[src/rtl/axi4_pkg.sv]
// axi4_pkg: AXI4 burst/response constants and the write-master FSM state encoding
package axi4_pkg;
  localparam logic [1:0] BURST_INCR = 2'b01;
  localparam logic [1:0] RESP_OKAY = 2'b00;
  typedef enum logic [2:0] {ST_IDLE, ST_AW, ST_W, ST_B, ST_DONE} state_t;
endpackage

[src/rtl/axi4_burst_split.sv]
// axi4_burst_split: beats for the next burst = min(remaining, MAX_BURST, beats left before the 4 KB page end); ports: offset (addr[11:0]), remaining in, blen out
module axi4_burst_split #(
  parameter int DATA_W = 256,
  parameter int CMD_BEATS_W = 16,
  parameter int LEN_W = 8,
  parameter int MAX_BURST = 16
) (
  input  logic [11:0]            offset,
  input  logic [CMD_BEATS_W-1:0] remaining,
  output logic [LEN_W:0]         blen
);
  localparam int SH = $clog2(DATA_W / 8);
  logic [12:0] room;
  logic [31:0] cap;
  always_comb begin
    room = (13'd4096 - {1'b0, offset}) >> SH;
    cap = 32'(room) < 32'(MAX_BURST) ? 32'(room) : 32'(MAX_BURST);
  end
  assign blen = (LEN_W + 1)'(32'(remaining) < cap ? 32'(remaining) : cap);
endmodule

[src/rtl/axi4_stream_wr_master.sv]
// axi4_stream_wr_master: writes a valid/ready stream into AXI4 as INCR bursts; ports: cmd_* command, s_* stream, m_aw*/m_w*/m_b* AXI master, done_o/err_o completion
module axi4_stream_wr_master
  import axi4_pkg::*;
#(
  parameter int DATA_W = 256,
  parameter int ADDR_W = 32,
  parameter int MST_ID_W = 5,
  parameter int TRANS_DATA_LEN_W = 8,
  parameter int TRANS_RESP_W = 2,
  parameter int CMD_BEATS_W = 16,
  parameter int MAX_BURST = 16,
  parameter int MST_ID = 0
) (
  input  logic                        clk,
  input  logic                        rst,
  input  logic [ADDR_W-1:0]           cmd_addr_i,
  input  logic [CMD_BEATS_W-1:0]      cmd_beats_i,
  input  logic                        cmd_vld_i,
  output logic                        cmd_rdy_o,
  input  logic [DATA_W-1:0]           s_data_i,
  input  logic                        s_vld_i,
  output logic                        s_rdy_o,
  output logic [MST_ID_W-1:0]         m_awid_o,
  output logic [ADDR_W-1:0]           m_awaddr_o,
  output logic [1:0]                  m_awburst_o,
  output logic [TRANS_DATA_LEN_W-1:0] m_awlen_o,
  output logic                        m_awvalid_o,
  input  logic                        m_awready_i,
  output logic [DATA_W-1:0]           m_wdata_o,
  output logic                        m_wlast_o,
  output logic                        m_wvalid_o,
  input  logic                        m_wready_i,
  input  logic [MST_ID_W-1:0]         m_bid_i,
  input  logic [TRANS_RESP_W-1:0]     m_bresp_i,
  input  logic                        m_bvalid_i,
  output logic                        m_bready_o,
  output logic                        done_o,
  output logic                        err_o
);
  localparam int SH = $clog2(DATA_W / 8);
  localparam logic [TRANS_DATA_LEN_W:0] ONE = 1;
  state_t state, nxt;
  logic [ADDR_W-1:0] addr, cmd_aligned;
  logic [CMD_BEATS_W-1:0] rem;
  logic [TRANS_DATA_LEN_W-1:0] len, cnt;
  logic [TRANS_DATA_LEN_W:0] blen, split_blen;
  logic blen_ok, err, cmd_hs, aw_hs, w_hs, b_hs, load_len;
  assign cmd_aligned = cmd_addr_i & ~ADDR_W'((1 << SH) - 1);
  assign blen = {1'b0, len} + ONE;
  // In IDLE the split sees the incoming command so AW can fire right after accept;
  // after a burst it sees the updated registers, costing one AW cycle with awvalid low.
  axi4_burst_split #(
    .DATA_W(DATA_W), .CMD_BEATS_W(CMD_BEATS_W), .LEN_W(TRANS_DATA_LEN_W), .MAX_BURST(MAX_BURST)
  ) u_split (
    .offset(state == ST_IDLE ? cmd_aligned[11:0] : addr[11:0]),
    .remaining(state == ST_IDLE ? cmd_beats_i : rem),
    .blen(split_blen)
  );
  assign cmd_rdy_o = state == ST_IDLE && !rst;
  assign m_awid_o = MST_ID_W'(MST_ID);
  assign m_awaddr_o = addr;
  assign m_awlen_o = len;
  assign m_awburst_o = state == ST_AW ? BURST_INCR : 2'b00;
  assign m_awvalid_o = state == ST_AW && blen_ok;
  assign m_wvalid_o = state == ST_W && s_vld_i;
  assign s_rdy_o = state == ST_W && m_wready_i;
  assign m_wdata_o = state == ST_W ? s_data_i : '0;
  assign m_wlast_o = state == ST_W && cnt == len;
  assign m_bready_o = state == ST_B;
  assign done_o = state == ST_DONE;
  assign err_o = state == ST_DONE && err;
  assign cmd_hs = cmd_rdy_o && cmd_vld_i;
  assign aw_hs = m_awvalid_o && m_awready_i;
  assign w_hs = m_wvalid_o && m_wready_i;
  assign b_hs = m_bready_o && m_bvalid_i;
  assign load_len = cmd_hs || (state == ST_AW && !blen_ok);
  always_comb begin
    nxt = state;
    unique case (state)
      ST_IDLE: nxt = cmd_hs ? (cmd_beats_i == '0 ? ST_DONE : ST_AW) : ST_IDLE;
      ST_AW:   nxt = aw_hs ? ST_W : ST_AW;
      ST_W:    nxt = w_hs && m_wlast_o ? ST_B : ST_W;
      ST_B:    nxt = b_hs ? (rem == CMD_BEATS_W'(blen) ? ST_DONE : ST_AW) : ST_B;
      default: nxt = ST_IDLE;
    endcase
  end
  always_ff @(posedge clk or posedge rst) begin
    if (rst) begin
      state <= ST_IDLE;
      addr <= '0;
      rem <= '0;
      len <= '0;
      cnt <= '0;
      blen_ok <= 1'b0;
      err <= 1'b0;
    end else begin
      state <= nxt;
      if (cmd_hs) begin
        addr <= cmd_aligned;
        rem <= cmd_beats_i;
        err <= 1'b0;
      end
      if (load_len) begin
        len <= TRANS_DATA_LEN_W'(split_blen - ONE);
        blen_ok <= 1'b1;
      end
      if (aw_hs) cnt <= '0;
      if (w_hs) cnt <= cnt + 1'b1;
      if (b_hs) begin
        err <= err | (m_bresp_i != TRANS_RESP_W'(RESP_OKAY)) | (m_bid_i != MST_ID_W'(MST_ID));
        addr <= addr + (ADDR_W'(blen) << SH);
        rem <= rem - CMD_BEATS_W'(blen);
        blen_ok <= 1'b0;
      end
    end
  end
endmodule

[config.mk]
export PLATFORM = sky130hd
export DESIGN_NAME = axi4_stream_wr_master
export DESIGN_NICKNAME = d
export VERILOG_FILES = /design/src/rtl/axi4_pkg.sv /design/src/rtl/axi4_burst_split.sv /design/src/rtl/axi4_stream_wr_master.sv
export SDC_FILE = /design/constraint.sdc
export NUM_CORES = 1
export LEC_CHECK = 0
export ABC_CLOCK_PERIOD_IN_PS = 5600
export CORE_AREA = 2 2 242 244
export DETAILED_ROUTE_END_ITERATION = 10
export DIE_AREA = 0 0 244 246
export DONT_BUFFER_PORTS = 1
export SLEW_MARGIN = 0
export SYNTH_ARGS = -nofsm -noshare
export SYNTH_HDL_FRONTEND = slang
export SYNTH_SLANG_ARGS = --single-unit
[constraint.sdc]
create_clock -name clk -period 5.6 [get_ports clk]
set_input_delay 0.56 -clock clk [delete_from_list [all_inputs] [get_ports clk]]
set_output_delay 0.56 -clock clk [all_outputs]
set_load 0.03 [all_outputs]
# Word-level counts from Yosys, hierarchy flattened
# Cells that the tools add are included.
# W data, S select, Z words.
# word_totals
ff_bits	69
latch_bits	0
ram_bits	0
mem_bits_ro	0
in_bits	318
n_memories	0
# op_classes
n_addsub	6
n_mul	0
div	0
order_cmp	2
eq_ne	6
shift	0
mux	23
bitwise_logic	2
n_reduce_logical	22
# op_table
op	n
$mux W256	1
$mux W32	2
$mux W16	3
$add A32 B14 Y32	1
$mux W8	4
$eq A16 B9 Y1	1
$logic_not A16 Y1	1
$lt A16 B8 Y1	1
$sub A16 B9 Y16	1
$sub A13 B12 Y13 const A	1
$logic_and A1 B1 Y1	12
$mux W12	1
$mux W3	4
$pmux W3 S4	1
$add A8 B1 Y9 const B	1
$add A8 B1 Y8 const B	1
$eq A8 B8 Y1	1
$lt A8 B5 Y1 const B	1
$reduce_bool A2 Y1	4
$sub A8 B1 Y8 const B	1
$eq A3 B2 Y1 const B	2
$mux W1	6
$reduce_bool A5 Y1	1
$eq A3 B1 Y1 const B	1
other kinds (6)	8

# Depth between registers and ports, before layout
# logic_depth
ltp_word	8
depth_mapped	21
ltp_nobuf	17

# Hierarchy
# From an unflattened synthesis, not the netlist that was laid out.
# hier_totals
cells_unflattened	894
hier_area_um2	6897.9
# by_module_without_submodules
module	n_inst	cells_each	area_each_um2
axi4_stream_wr_master	1	840	6535.0
axi4_burst_split	1	54	362.8

# Worst setup path before layout
# No wires, ideal clock.
# synth_path
path_type	reg-to-reg
start	register state[0]
end	register len[4], in the netlist m_awlen_o[4]
setup_ps	118
arrival_time_ps	3652
required_time_ps	5482
slack_ps	1830
path_stages_with_launch	22
cell_sequence	dfrtp_1 buf_2 nor3_1 buf_4 buf_4 mux2i_1 ha_1 nor3_1 o21ai_1 ha_1 nand3_1 nand2_1 a211oi_1 o311ai_4 buf_6 mux2_2 ha_1 nand3_1 xor2_1 o21ai_1 a21oi_1 nor2_1
# synth_between
elab_chain_len	8
word_cells_on_any_way	14
classes_between	add/sub: 2; order compare: 2; eq/ne: 1; mux: 4; reduce/logical: 5
# synth_rtl
item	line	source
start, declared	axi4_stream_wr_master.sv:42	state_t state, nxt;
start signal, assigned	axi4_stream_wr_master.sv:97	state <= nxt;
$logic_not A3 Y1	axi4_stream_wr_master.sv:55, axi4_stream_wr_master.sv:56, axi4_stream_wr_master.sv:59	
$mux W12	axi4_stream_wr_master.sv:55	.offset(state == ST_IDLE ? cmd_aligned[11:0] : addr[11:0]),
$sub A13 B12 Y13	axi4_burst_split.sv:16	room = (13'd4096 - {1'b0, offset}) >> SH;
$lt A8 B5 Y1	axi4_burst_split.sv:17	cap = 32'(room) < 32'(MAX_BURST) ? 32'(room) : 32'(MAX_BURST);
$mux W8	axi4_burst_split.sv:17	
$lt A16 B8 Y1	axi4_burst_split.sv:19	assign blen = (LEN_W + 1)'(32'(remaining) < cap ? 32'(remaining) : cap);
$mux W8	axi4_burst_split.sv:19	
$sub A8 B1 Y8	axi4_stream_wr_master.sv:104	len <= TRANS_DATA_LEN_W'(split_blen - ONE);
end signal, assigned	axi4_stream_wr_master.sv:104	
end, declared	axi4_stream_wr_master.sv:45	logic [TRANS_DATA_LEN_W-1:0] len, cnt;
# Parallel ways exist; a longest one is shown, timed or not.
# A chain may end at the register's enable or synchronous reset.

# Final worst setup path
# layout_path
start	register state[0]
end	register len[6], in the netlist m_awlen_o[6]
# The elaborated chain is that of the path after synthesis.

==> flow_summary_export.csv <==
group,metric,value,unit
outcome,outcome,"completed",
worst_setup_path,critPathKind,"reg2reg",
detailed_routing,drc_errors,0,
worst_hold_path,hp-class,"in2reg",
synthesis,ys_types,73,
floorplanning,die_w,244,µm
clocking,clk_latency,0.34,ns
synthesis,ys_seq_area_frac,0.233,
detailed_routing,ant_nets,0,
clocking,cts.clk_slew.worst_paths,0.06,ns
synthesis,syn_area,0.00686,mm²
detailed_routing,wl_per_cell,37.5,µm
sta,timing.final.crit_period,4.57,ns
place,port_buffers,0,
synthesis,synth_top_cell_area_share,0.239,
global_routing,grt_max_degree,170,
flow_run,maxCapViolations,0,
floorplanning,start_util,0.120,
place,place_area,0.00767,mm²
sta,tightest_slew,1.05,ns
floorplanning,dieHeight,246,µm
power,power.density,748,mW/mm²
sta,worst_slack,1.03,ns
synthesis,synth_seq_cells,64,
clocking,postCtsSetupBuffers,0,
power,ir_drop,0.256,mV
worst_hold_path,min_from,"cmd_beats_i[6]",
floorplanning,core_area,0.0574,mm²
synthesis,postSynthCellCount,920,
synthesis,synth_top_area_cell,"and2_1",
place,placed_cells,1642,
detailed_routing,drt_wl_total,64.4,mm
global_routing,grt_overflow,0,
cells_and_area,synthToLayoutAreaGrowth,18.3,%
floorplanning,io_pins,629,
worst_setup_path,endpoint_kind,"flip-flop",
worst_setup_path,reg2reg_from,"state[0]$_DFF_PP0_",
floorplanning,dieArea,0.0600,mm²
clocking,tritoncts,"done",
sta,whs,0.314,ns
global_routing,grt_pass1_wl,78.3,mm
synthesis,async_flop_share,1.00,
cells_and_area,nFillCells,6590,
power,leakage,3.16,nW
cells_and_area,drive_gt1_frac,0.0549,
detailed_routing,vias,7452,
synthesis,yosys-top-cells-area,"and2_1, dfrtp_1, ha_1",
global_routing,grt_use_total,0.204,
worst_setup_path,crit_path_max_fanout,14,
worst_setup_path,start_kind,"flip-flop",
synthesis,synth_ff_type,"dfrtp_1",
worst_setup_path,arrival,4.82,ns
cells_and_area,fin_nets,1237,
sta,rsz0062_at_grt,"no",
detailed_routing,vias_per_cell,4.35,
detailed_routing,drtIter0Drc,589,
clocking,numCtsBuffers,9,
clocking,cts_hold_buf,0,
place,post-place-ws,1.11,ns
detailed_routing,drt_pre_antenna_iters,5,
place,dp_hpwl,58.0,mm
synthesis,avgSynthCellArea,7.46,µm²
global_routing,antenna_found_initial,158,
clocking,cts_resized,0,
clocking,clock_sinks,64,
synthesis,synth_most_common_cell,"and2_1",
cells_and_area,final_cells,1715,
worst_setup_path,crit_path_start,"state[0]$_DFF_PP0_",
sta,final_hold_viol_count,0,
clocking,cts_max_level,3,
sta,skew,0.0103,ns
floorplanning,rows,88,
clocking,cts_root_buf,"clkbuf_16",
worst_setup_path,required,5.86,ns
sta,drv_slew,0,
worst_setup_path,critical_path.max_stage_delay,0.85,ns
synthesis,synth-edff-count,0,
synthesis,netlist_top_cells_count,"and2_1, nand2_1, dfrtp_1, nor2_1, clkbuf_1",
place,place.gp.congestion,1.04,
sta,setup_viol,0,
cells_and_area,final_area,0.00812,mm²
sta,tns,0,ns
worst_setup_path,critical_path.cell_chain,"nor3_2, buf_4, mux2i_1, inv_1, ha_1, a21oi_1, nand2_1, a211oi_1, o311ai_4, mux2_2, ha_1, nand3_1, nor3b_1, o21ba_1, a21oi_1",
sta,min_period_over_period,0.815,
sta,maxSlewHeadroom,0.301,
worst_setup_path,crit_slowest_cell,"nor3_2",
sta,fmax,219,MHz
global_routing,first_global_vias,6498,
synthesis,yosysWarnings,0,
clocking,clockBufferDepth,2,
==> kinds of logic after synthesis <==
kind of cell	Yosys count	synth area share
xor gates and xnor gates	34	0.0434
AOI/OAI and AO/OA	156	0.159
and+or+nand+nor	526	0.424
DFF	64	0.233
other	2	0.00109
adders and majority gates	31	0.0587
muxes	14	0.0210
buffers and inverters	93	0.0596
==> power breakdown <==
group	switching [W]	leakage (nW)	internal [W]	total, W
clock	0.000229	0.148	0.000368	0.000596
sequential	0.000629	0.753	0.000660	0.00129
combinational	0.00297	2.26	0.00122	0.00419
total	0.00383	3.16	0.00225	0.00608
==> layout by cell type (no fill, tap or decap), types with 20 or more instances in the layout <==
cell	count
a21oi_1	29
and2_1	262
dfrtp_1	64
diode_2	57
ha_1	29
inv_1	26
nand2_1	83
nand3_1	33
nor2_1	57
nor3_1	23
o21ai_0	28
xnor2_1	20
==> cell type report <==
| type | count | area [µm²] | area share |
|---|---|---|---|
| clock inverter | 5 | 55.1 | 0.00678 |
| clock buffer | 11 | 253 | 0.0311 |
| inverter | 28 | 105 | 0.0129 |
| antenna | 57 | 143 | 0.0176 |
| timing repair buffer | 9 | 80.1 | 0.00986 |
| multi-input combinational | 776 | 4930 | 0.607 |
| tap | 765 | 957 | 0.118 |
| sequential | 64 | 1600 | 0.197 |
==> worst paths after layout <==
path	cells past startpoint	slack, ns	to
max	15	1.03	m_awlen_o[6]$_DFFE_PP0P_
min	1	0.31	state[2]$_DFF_PP0_
max reg2reg	15	1.03	m_awlen_o[6]$_DFFE_PP0P_
min reg2reg	1	0.51	rem[15]$_DFFE_PP0P_
max in group asynchronous	2	4.62	m_awaddr_o[24]$_DFFE_PP0P_
min in group asynchronous	2	0.38	m_awlen_o[0]$_DFFE_PP0P_
==> per-stage QoR <==
step	util	power [W]
2_1_floorplan	-	0.00448
3_3_place_gp	0.134	0.00548
3_5_place_dp	0.134	0.00552
4_1_cts	0.139	0.00614
5_1_grt	0.141	0.00654
6_report	0.142	0.00608
==> worst max-delay path: cells and delay by family, from the launching register on <==
family                   cells  cell delay (ns)
flip-flops                   1             0.51
multiplexers                 2             0.72
AND/OR/NAND/NOR              4             1.27
AO/OA/AOI/OAI                5             1.15
buffers and inverters        2             0.39
adder cells (fa/ha/maj)      2             0.45
==> registers in the layout, summed over array words and instances (netlist names) <==
name and count:
m_awaddr_o 27, rem 16, cnt 8, m_awlen_o 8
state 3, blen_ok 1, err 1
==> layer usage <==
layer / part of all wire / GRT usage
met1: 0.32 / 0.200
met2: 0.43 / 0.306
met3: 0.21 / 0.201
met4: 0.021 / 0.0452
met5: 0.015 / 0.0253
Note: power is estimated with default switching activity, not from simulation.
